--- src/rtl/fifo_arb_peer.sv ---
// Far-end peer of the two-client FIFO arbiter: decodes framed link bytes into two
// client write FIFOs and packs the two client read FIFOs round-robin into framed bursts.
module fifo_arb_peer #(
  parameter int            DW      = 8,
  parameter logic [DW-1:0] SELMASK = 'h80,
  parameter logic [DW-1:0] CNTMASK = 'h70
) (
  input  logic          CLK,
  input  logic          RESET,
  output logic          link_rden,
  input  logic          link_rdempty,
  input  logic [DW-1:0] link_rddata,
  output logic          link_wren,
  input  logic          link_wrfull,
  output logic [DW-1:0] link_wrdata,
  output logic          c1_wren,
  input  logic          c1_wrfull,
  output logic [DW-1:0] c1_wrdata,
  output logic          c2_wren,
  input  logic          c2_wrfull,
  output logic [DW-1:0] c2_wrdata,
  output logic          c1_rden,
  input  logic          c1_rdempty,
  input  logic [DW-1:0] c1_rddata,
  output logic          c2_rden,
  input  logic          c2_rdempty,
  input  logic [DW-1:0] c2_rddata,
  output logic          rx_err
);
  function automatic int lsb_idx(input logic [DW-1:0] m);
    lsb_idx = 0;
    for (int i = DW-1; i >= 0; i--) if (m[i]) lsb_idx = i;
  endfunction

  localparam int            SHIFT  = lsb_idx(CNTMASK);
  localparam int            MAXLEN = int'(CNTMASK >> SHIFT) + 1;
  localparam int            CW     = (MAXLEN > 1) ? $clog2(MAXLEN) : 1;
  localparam int            NW     = $clog2(MAXLEN + 1);
  localparam logic [DW-1:0] HDR_OK = SELMASK | CNTMASK;

  // ---------------- RX: link -> clients ----------------
  typedef enum logic {R_HDR, R_DATA} rx_state_t;
  rx_state_t     r_state, r_next;
  logic          sel, rx_pop, sink_full, hdr_bad;
  logic [CW-1:0] rcnt;

  assign hdr_bad   = |(link_rddata & ~HDR_OK);
  assign sink_full = sel ? c2_wrfull : c1_wrfull;
  assign link_rden = rx_pop;
  assign c1_wrdata = link_rddata;
  assign c2_wrdata = link_rddata;

  always_comb begin
    r_next  = r_state;
    rx_pop  = 1'b0;
    c1_wren = 1'b0;
    c2_wren = 1'b0;
    if (!RESET) begin
      case (r_state)
        R_HDR: if (!link_rdempty) begin
          rx_pop = 1'b1;
          if (!hdr_bad) r_next = R_DATA;
        end
        R_DATA: if (!link_rdempty && !sink_full) begin
          rx_pop  = 1'b1;
          c1_wren = !sel;
          c2_wren = sel;
          if (rcnt == '0) r_next = R_HDR;
        end
        default: r_next = R_HDR;
      endcase
    end
  end

  always_ff @(posedge CLK) begin
    if (RESET) begin
      r_state <= R_HDR;
      sel     <= 1'b0;
      rcnt    <= '0;
      rx_err  <= 1'b0;
    end else begin
      r_state <= r_next;
      rx_err  <= (r_state == R_HDR) && rx_pop && hdr_bad;
      if (r_state == R_HDR && rx_pop && !hdr_bad) begin
        sel  <= |(link_rddata & SELMASK);
        rcnt <= CW'((link_rddata & CNTMASK) >> SHIFT);
      end
      if (r_state == R_DATA && rx_pop && rcnt != '0) rcnt <= rcnt - 1'b1;
    end
  end

  // ---------------- TX: clients -> link ----------------
  typedef enum logic [1:0] {T_IDLE, T_GATHER, T_HDR, T_DATA} tx_state_t;
  tx_state_t     t_state, t_next;
  logic          tsel, rr_ptr, pick, src_empty, gather_pop, t_wren;
  logic [DW-1:0] src_data, tx_len, tx_hdr;
  logic [NW-1:0] n;
  logic [CW-1:0] idx;
  logic [DW-1:0] tbuf [MAXLEN];

  // rr_ptr names the channel preferred when both have data
  assign pick      = (!c1_rdempty && !c2_rdempty) ? rr_ptr : c1_rdempty;
  assign src_empty = tsel ? c2_rdempty : c1_rdempty;
  assign src_data  = tsel ? c2_rddata : c1_rddata;
  assign tx_len    = DW'(n) - DW'(1);
  assign tx_hdr    = (tsel ? SELMASK : '0) | ((tx_len << SHIFT) & CNTMASK);
  assign link_wren   = t_wren;
  assign link_wrdata = (t_state == T_HDR) ? tx_hdr : tbuf[idx];
  assign c1_rden     = gather_pop && !tsel;
  assign c2_rden     = gather_pop && tsel;

  always_comb begin
    t_next     = t_state;
    gather_pop = 1'b0;
    t_wren     = 1'b0;
    if (!RESET) begin
      case (t_state)
        T_IDLE: if (!c1_rdempty || !c2_rdempty) t_next = T_GATHER;
        T_GATHER: begin
          if (!src_empty && n < NW'(MAXLEN)) begin
            gather_pop = 1'b1;
            if (n == NW'(MAXLEN - 1)) t_next = T_HDR;
          end else if (src_empty && n != '0) begin
            t_next = T_HDR;
          end
        end
        T_HDR: if (!link_wrfull) begin
          t_wren = 1'b1;
          t_next = T_DATA;
        end
        T_DATA: if (!link_wrfull) begin
          t_wren = 1'b1;
          if (NW'(idx) == n - 1'b1) t_next = T_IDLE;
        end
        default: t_next = T_IDLE;
      endcase
    end
  end

  always_ff @(posedge CLK) begin
    if (RESET) begin
      t_state <= T_IDLE;
      tsel    <= 1'b0;
      rr_ptr  <= 1'b0;
      n       <= '0;
      idx     <= '0;
    end else begin
      t_state <= t_next;
      case (t_state)
        T_IDLE: if (t_next == T_GATHER) begin
          tsel <= pick;
          n    <= '0;
        end
        T_GATHER: if (gather_pop) n <= n + 1'b1;
        T_HDR:    if (t_wren) idx <= '0;
        T_DATA: if (t_wren) begin
          if (t_next == T_IDLE) rr_ptr <= ~tsel;
          else                  idx    <= idx + 1'b1;
        end
        default: ;
      endcase
    end
  end

  // Burst staging needs no reset: n gates what is ever read back
  always_ff @(posedge CLK) begin
    if (gather_pop) tbuf[n[CW-1:0]] <= src_data;
  end
endmodule

--- config.mk ---
export PLATFORM = sky130hd
export DESIGN_NAME = fifo_arb_peer
export DESIGN_NICKNAME = d
export VERILOG_FILES = /design/src/rtl/fifo_arb_peer.sv
export SDC_FILE = /design/constraint.sdc
export NUM_CORES = 1
export LEC_CHECK = 0
export ABC_CLOCK_PERIOD_IN_PS = 3070
export BUFFER_PORTS_ARGS = -buffer_cell sky130_fd_sc_hd__buf_2
export CAP_MARGIN = 20
export CORE_AREA = 2 2 88 90
export CTS_CLUSTER_DIAMETER = 200
export CTS_CLUSTER_SIZE = 12
export DETAILED_ROUTE_END_ITERATION = 6
export DIE_AREA = 0 0 90 92
export GPL_TIMING_DRIVEN = 0
export HOLD_SLACK_MARGIN = 0.12
export PLACE_DENSITY = 0.83
export SLEW_MARGIN = 20
export SYNTH_ARGS = -nofsm -noshare
export SYNTH_HDL_FRONTEND = slang
export SYNTH_SLANG_ARGS = --single-unit
--- constraint.sdc ---
create_clock -name CLK -period 3.07 [get_ports CLK]
set_input_delay 0.307 -clock CLK [delete_from_list [all_inputs] [get_ports CLK]]
set_output_delay 0.307 -clock CLK [all_outputs]
set_load 0.03 [all_outputs]
== After elaboration in Yosys (flattened, before gate mapping) ==
Memories as Yosys holds them, arrays and structs flattened. A register that Yosys moved wholly into a read port is not among the register bits.
Index checks and enable logic that the tools add are counted.

* Add/subtract/negate cells: 5
* $lt $le $gt $ge: 1
* Equality and inequality tests: 11
* Muxes and demuxes: 49
* Bitwise gates (word level): 3
* Reductions and logical operators: 34

{| class="wikitable"
|+ Operators with widths
! kind !! number
|-
| $mux W1 || 24
|-
| $mux W8 || 3
|-
| $mux W3 || 7
|-
| $mux W2 || 8
|-
| $logic_and A1 B1 Y1 || 11
|-
| $ne A2 B2 Y1 const B || 5
|-
| $logic_not A1 Y1 || 8
|-
| $mux W4 || 2
|-
| $or A8 B7 Y8 || 1
|-
| $pmux W2 S4 || 1
|-
| $pmux W4 S2 || 1
|-
| $pmux W3 S2 || 1
|-
| $reduce_and A3 Y1 || 2
|-
| $reduce_bool A2 Y1 || 3
|-
| $sub A3 B1 Y3 const B || 2
|-
| $add A4 B1 Y4 const B || 1
|-
| $eq A2 B1 Y1 const B || 2
|-
| $eq A2 B2 Y1 const B || 2
|-
| $eq A3 B4 Y1 || 1
|-
| $eq A4 B3 Y1 const B || 1
|-
| $logic_not A2 Y1 || 2
|-
| $lt A4 B4 Y1 const B || 1
|-
| $pmux W1 S2 || 2
|-
| $reduce_and A4 Y1 || 1
|-
| other kinds (10) || 11
|}

* Register bits: 17
* Memory bits (writable): 64
* Input bits: 32
* Output and inout bits: 31
* Word-level logic and storage cells: 113
* Memories kept: 1

{| class="wikitable"
|+ Memories
! memory !! depth !! bits a word !! read ports !! clocked after memory_dff !! wr ports !! line !! source
|-
| tbuf || 8 || 8 || 1 || 1 || 1 || 99 || <nowiki>logic [DW-1:0] tbuf [MAXLEN];</nowiki>
|}

== Longest topological paths before layout ==
Gate-level depths: netlist of run 1.

* Depth after elaboration: 12
* Depth in mapped cells: 9
* Depth with buffers taken out: 7

== Worst setup path before layout of run 1 ==
Ideal clock, no wire load.

* Path kind: register to register
* Start: register tsel
* End: memory tbuf[0][0], enable pin
* Library setup time: 0.383 ns
* Arrival: 1.958 ns
* Required time: 2.687 ns
* Setup slack: 0.728 ns
* Stages on the path, launching flop included: 5
* Path buffers: 0
* Period minus slack after synthesis: 2.342 ns
* Cell sequence: dfxtp_1 > mux2_2 > nor4_2 > nand2_1 > nor3_1

* Longest elaborated chain between the ends: 8

{| class="wikitable"
|+ RTL lines
! what !! line !! source
|-
| start: declaration || 95 || <nowiki>logic tsel, rr_ptr, pick, src_empty, gather_pop, t_wren;</nowiki>
|-
| start signal: assignment || 151 || <nowiki>tsel <= pick;</nowiki>
|-
| $mux W1 || 103 || <nowiki>assign src_empty = tsel ? c2_rdempty : c1_rdempty;</nowiki>
|-
| $logic_not A1 Y1 || 120 || <nowiki>if (!src_empty && n < NW'(MAXLEN)) begin</nowiki>
|-
| $logic_and A1 B1 Y1 || 120 ||
|-
| $mux W1 || 120 ||
|-
| $mux W1 || 117 || <nowiki>case (t_state)</nowiki>
|-
| $mux W1 || 116 || <nowiki>if (!RESET) begin</nowiki>
|-
| $mux W1 || 167 || <nowiki>if (gather_pop) tbuf[n[CW-1:0]] <= src_data;</nowiki>
|-
| $mux W1 (implied by the code) || 167 ||
|-
| end: declaration || 99 ||
|}

Every way passes these cells.

== Worst setup path in the final report of run 1 ==
* Start: register tsel
* End: memory tbuf[7][4], enable pin

Same word-level chain as after synthesis.

==> results of run 1 <==
[sequential cells by signal, indices dropped and copies added, names as in the netlist, named ones only]
name / flops
rr_ptr: 1
n: 4
idx: 3
sel: 1
r_state: 1
rcnt: 3
t_state: 2
tsel: 1
rx_err: 1
tbuf: 64
[area by class of cell]
class                      instances  share of cell area
multi-input combinational        154               0.294
timing repair buffer              62              0.0695
buffer                            30              0.0398
sequential                        84               0.520
clock inverter                     7              0.0132
clock buffer                       9              0.0277
inverter                           8             0.00672
tap                              102              0.0286
[worst max-delay path, cell delays in order (launching register included)]
cell,delay (ps)
dfxtp_1,540
mux2_2,420
nor4_2,550
nand2_1,220
nor2_1,790
[logic make-up after synthesis]
group / after synthesis
xor+xnor: 4
fa+ha+maj: 5
simple gates: 72
flops: 84
buf+inv: 38
compound gates: 35
mux: 38
[cells in the mapped netlist]
master,instances,area share
edfxtp_1,64,0.50
nor2_1,24,0.023
dfxtp_1,20,0.10
buf_4,16,0.031
mux4_2,16,0.094
nand2_1,13,0.013
mux2_2,12,0.035
a21oi_1,11,0.014
mux2i_1,10,0.026
clkbuf_1,9,0.0088
inv_1,8,0.0078
o21ai_0,8,0.010
nand2b_1,7,0.011
nor2b_1,6,0.0098
a211oi_1,5,0.0098
ha_1,5,0.016
nor3_1,5,0.0065
buf_2,3,0.0039
nand3_1,3,0.0039
nor3b_1,2,0.0039
nor4_1,2,0.0033
o211ai_1,2,0.0039
o31ai_1,2,0.0039
o41ai_1,2,0.0046
or3b_1,2,0.0046
xor2_1,2,0.0046
a2111oi_0,1,0.0023
a31oi_1,1,0.0016
and2_1,1,0.0016
buf_1,1,0.00098
clkbuf_2,1,0.0013
nand4b_1,1,0.0023
nor4_2,1,0.0033
nor4b_1,1,0.0023
o2111a_1,1,0.0029
o21a_1,1,0.0020
o21ba_2,1,0.0026
or3_1,1,0.0016
or3_2,1,0.0020
or4_1,1,0.0020
or4_2,1,0.0023
xnor2_1,1,0.0023
xor3_1,1,0.0062
[how the worst max path moves through the flow]
stage,startpoint,end,slack [ps],cells after the start
floorplan,tsel$_SDFFE_PP0P_,tbuf[0][0]$_DFFE_PP_,730,4
global placement,tsel$_SDFFE_PP0P_,tbuf[0][3]$_DFFE_PP_,-80,4
detailed placement,tsel$_SDFFE_PP0P_,tbuf[6][3]$_DFFE_PP_,120,4
CTS,tsel$_SDFFE_PP0P_,tbuf[6][7]$_DFFE_PP_,100,4
global route,tsel$_SDFFE_PP0P_,tbuf[6][7]$_DFFE_PP_,-7,4
finish,tsel$_SDFFE_PP0P_,tbuf[7][4]$_DFFE_PP_,160,4
[power by group through the flow]
stage / Sequential (mW) / Combinational (mW) / Clock [mW]
2_1_floorplan: 1.27 / 0.113 / 0
3_3_place_gp: 1.27 / 0.170 / 0
3_5_place_dp: 1.27 / 0.175 / 0
4_1_cts: 1.25 / 0.176 / 0.749
5_1_grt: 1.25 / 0.190 / 0.787
6_report: 1.25 / 0.174 / 0.724
[metal layers]
layer	GRT usage	vias up	part of all wire	wire, um
met5	0	-	0	0
met4	0.0769	0	0.013	95
met3	0.0394	8	0.055	412
met2	0.320	77	0.51	3840
met1	0.263	1172	0.42	3200
li1	-	1176	-	-
==> impl_metrics.tcl, run 1 <==
set metrics [dict create \
    synth-seq-area-share 0.606 \
    tns_ps 0 \
    cts-root-buf "clkbuf_8" \
    final.fill_count 594 \
    hold_buffers 0 \
    path_clk_slew_ps 90 \
    setup_violations 0 \
    run_status "completed" \
    hold_path.startpoint "link_rdempty" \
    die_y_um 92 \
    wl_mm 7.55 \
    total_power_mw 2.15 \
    core_sq_um 7450 \
    nNetsFinal 386 \
    cts.htree.levels 3 \
    fmaxAchievable_mhz 344 \
    synth-seq-cells 84 \
    post-cts-setup-buffers 0 \
    drv_cap 0 \
    syn_to_final_growth_pct 16.5 \
    comb_power_share 0.081 \
    grt_usage 0.197 \
    stdcell_area_sq_um 4470 \
    finClkSkew_ps 8.36 \
    placed_area_sq_um 4280 \
    drive_gt1_frac 0.373 \
    syn_avg_cell_area_sq_um 13.9 \
    hp-class "input pin to flop" \
    diodes 0 \
    synthesis.area_sq_um 3830 \
    critPathLaunchType "flop" \
    fp.dieW_um 90 \
    drc 0 \
    wl_per_cell_um 16.6 \
    regToRegStartpoint "tsel$_SDFFE_PP0P_" \
    hold_path_depth 2 \
    grt_max_degree 17 \
    antenna_found_initial 0 \
    required_ps 3050 \
    synthCells 276 \
    grt_overflow 0 \
    synth_cell_types 43 \
    stdcell_count 456 \
    regArea_sq_um 2320 \
    grt_setup_unrepaired "true" \
    synth_xor_area_frac 0.0131 \
    power_leakage_nw 1.61 \
    fin_util 0.600 \
    worstSetupEndpointType "flop" \
    reg2reg_slack_ps 160 \
    yosys.area_share.simple 0.0969 \
    switching_share 0.249 \
    drtPass1Iterations 4 \
    worstSetupPathType "flop to flop" \
    dieArea_sq_um 8280 \
    yosysWarningCount 0 \
    slew_violations 0 \
    cts_max_path_buffers 2 \
    hold_ws_ps 188 \
    power_frac_seq 0.581 \
    power_density_nw_per_um2 481 \
    rr_worst_depth 4 \
    timing.final.ws_setup_ps 162 \
    synth_top_family_by_area "multiplexers" \
    slew_headroom 0.352 \
    clk_latency_ps 360 \
    final.period_utilization 0.947 \
    row_count 32 \
    cts_tree "built" \
    gp_congestion 0.790 \
    holdPathEnd "rx_err$_SDFF_PP0_" \
    ctsResizeCount 0 \
    postRouteAntennaNets 0 \
    initial_utilization 0.515 \
    grt_pass1_vias 2388 \
    cts_sinks 84 \
    dr.first_iter.drc_count 219 \
    place_inst 440 \
    worst_slew_pin_slew_ps 969 \
    syn_nets 313 \
    peakVddDrop_mv 0.286 \
    port_buffers 62 \
    hpwl_mm 5.26 \
    synthAdderAreaFrac 0.0163 \
    p_int_mw 1.61 \
    critPathMaxFanout 9 \
    switchingPower_uw 534 \
    final_common_cell "buf_2" \
    synth_compound_area_frac 0.0584 \
    preCtsSetupSlack_ps 119 \
    io_pins 63 \
    final_cell_mix "65 x buf_2, 64 x edfxtp_1, 24 x nor2_1, 20 x dfxtp_1" \
    synthMuxAreaShare 0.155 \
    fin_crit_ps 2910 \
    multi_input_area_sq_um 1320 \
    cts_buffers 9 \
    timing.final.hold_violations 0 \
    rr_endpoint "tbuf[7][4]$_DFFE_PP_" \
    grt_first_pass_wirelength_mm 12.3 \
    vias 2433 \
    drt-vias-per-instance 5.34 \
    clkPwrFrac 0.338 \
    worstPathArrival_ps 2890 \
]
No activity file was read; power rests on OpenSTA's default activity.
==> run 2: changes to the inputs <==
- CORE_AREA: 2 2 88 90 -> 2 2 87 89
- DIE_AREA: 0 0 90 92 -> 0 0 89 91
- PLACE_DENSITY: 0.83 -> 0.85
==> run 2 against run 1 <==
  * Via count down 0.16%
  * Final area up 1.0%
  * Sequential cell count unchanged
  * Register-to-register slack better by 20 ps
  * First-iteration DRC count down 26%
  * Sequential share of layout area down 0.52 points
  * Critical endpoint is now tbuf[3][6]$_DFFE_PP_
==> impl_metrics.tcl, run 2 (same netlist as run 1, synthesis figures left out) <==
set metrics [dict create \
    hold_path_depth 2 \
    fin_crit_ps 2890 \
    grt_first_pass_wirelength_mm 11.9 \
    final_cell_mix "65 x buf_2, 64 x edfxtp_1, 23 x nor2_1, 20 x dfxtp_1" \
    grt_pass1_vias 2367 \
    cts_buffers 9 \
    preCtsSetupSlack_ps 175 \
    power_density_nw_per_um2 513 \
    drtPass1Iterations 4 \
    finClkSkew_ps 9.70 \
    dieArea_sq_um 8100 \
    fp.dieW_um 89 \
    wl_mm 7.35 \
    critPathMaxFanout 8 \
    placed_area_sq_um 4280 \
    antenna_found_initial 0 \
    vias 2429 \
    hold_path.startpoint "link_rdempty" \
    worst_slew_pin_slew_ps 909 \
    worstSetupEndpointType "flop" \
    nNetsFinal 386 \
    timing.final.ws_setup_ps 180 \
    holdPathEnd "rx_err$_SDFF_PP0_" \
    rr_worst_depth 4 \
    final.fill_count 548 \
    rr_endpoint "tbuf[3][6]$_DFFE_PP_" \
    dr.first_iter.drc_count 163 \
    grt_setup_unrepaired "true" \
    gp_congestion 0.791 \
    setup_violations 0 \
    required_ps 3050 \
    cts_tree "built" \
    reg2reg_slack_ps 180 \
    clk_latency_ps 350 \
    port_buffers 62 \
    critPathLaunchType "flop" \
    tns_ps 0 \
    worstPathArrival_ps 2870 \
    cts.htree.levels 3 \
    post-cts-setup-buffers 0 \
    hp-class "input pin to flop" \
    syn_to_final_growth_pct 17.7 \
    path_clk_slew_ps 80 \
    worstSetupPathType "flop to flop" \
    timing.final.hold_violations 0 \
    run_status "completed" \
    stdcell_area_sq_um 4510 \
    grt_overflow 0 \
    power_leakage_nw 1.64 \
    initial_utilization 0.537 \
    stdcell_count 453 \
    regToRegStartpoint "tsel$_SDFFE_PP0P_" \
    wl_per_cell_um 16.2 \
    row_count 31 \
    cts_max_path_buffers 2 \
    grt_usage 0.201 \
    total_power_mw 2.31 \
    postRouteAntennaNets 0 \
    final_common_cell "buf_2" \
    slew_violations 0 \
    place_inst 437 \
    diodes 0 \
    peakVddDrop_mv 0.319 \
    drc 0 \
    cts-root-buf "clkbuf_8" \
    drive_gt1_frac 0.376 \
    drt-vias-per-instance 5.36 \
    fin_util 0.632 \
    io_pins 63 \
    final.period_utilization 0.941 \
    die_y_um 91 \
    cts_sinks 84 \
    hold_ws_ps 204 \
    fmaxAchievable_mhz 346 \
    largest_reg_flops 64 \
    drv_cap 0 \
    grt_max_degree 17 \
    slew_headroom 0.392 \
    core_sq_um 7140 \
    hpwl_mm 5.13 \
]
run 2: cell types whose count changed in the layout (fill, tap and decap cells not counted):
cell | before | now
bufinv_16 | 0 | 2
clkinv_4 | 2 | 0
clkinvlp_4 | 1 | 0
inv_8 | 1 | 2
nor2_1 | 24 | 23
nor2_2 | 0 | 1
run 2: per-layer routing:
layer / track usage / vias to the layer above / share of wire
met5: 0 / - / 0
met3: 0.0336 / 14 / 0.059
met4: 0.0983 / 0 / 0.021
met2: 0.303 / 71 / 0.49
met1: 0.284 / 1170 / 0.43
li1: - / 1174 / -
run 2: how the worst max path moves through the flow:
stage,start,to,slack [ps]
floorplan,tsel$_SDFFE_PP0P_,tbuf[0][0]$_DFFE_PP_,730
global placement,tsel$_SDFFE_PP0P_,tbuf[0][2]$_DFFE_PP_,-40
detailed placement,tsel$_SDFFE_PP0P_,tbuf[7][2]$_DFFE_PP_,180
CTS,tsel$_SDFFE_PP0P_,tbuf[7][6]$_DFFE_PP_,150
global route,tsel$_SDFFE_PP0P_,tbuf[4][6]$_DFFE_PP_,-30
finish,tsel$_SDFFE_PP0P_,tbuf[3][6]$_DFFE_PP_,180
run 2: what timing repair did:
action | in CTS | in global routing
gates resized for setup | 0 | 1
endpoints found under the setup margin | 0 | 36
hold buffers | 0 | 0
run 2: area by class of cell:
class | instances | area, sq um | area share
repair buffers | 62 | 310 | 0.0688
clock inverters | 7 | 105 | 0.0233
well taps | 99 | 124 | 0.0275
multi-input cells | 154 | 1320 | 0.292
flip-flops and latches | 84 | 2320 | 0.515
clock buffers | 9 | 124 | 0.0275
inverters | 8 | 30.0 | 0.00666
plain buffers | 30 | 178 | 0.0394
run 2: worst max-delay path, stage by stage, from the launching register on:
cell and delay (ps):
dfxtp_1 520, mux2_2 410, nor4_2 570, nand2_1 270, nor2_1 750
run 2: report_power, final:
part / switching (mW) / internal, mW / total, mW / leakage (nW)
combinational: 0.108 / 0.0678 / 0.176 / 0.781
sequential: 0.00838 / 1.24 / 1.25 / 0.738
clock: 0.416 / 0.474 / 0.889 / 0.118
total: 0.533 / 1.78 / 2.31 / 1.64
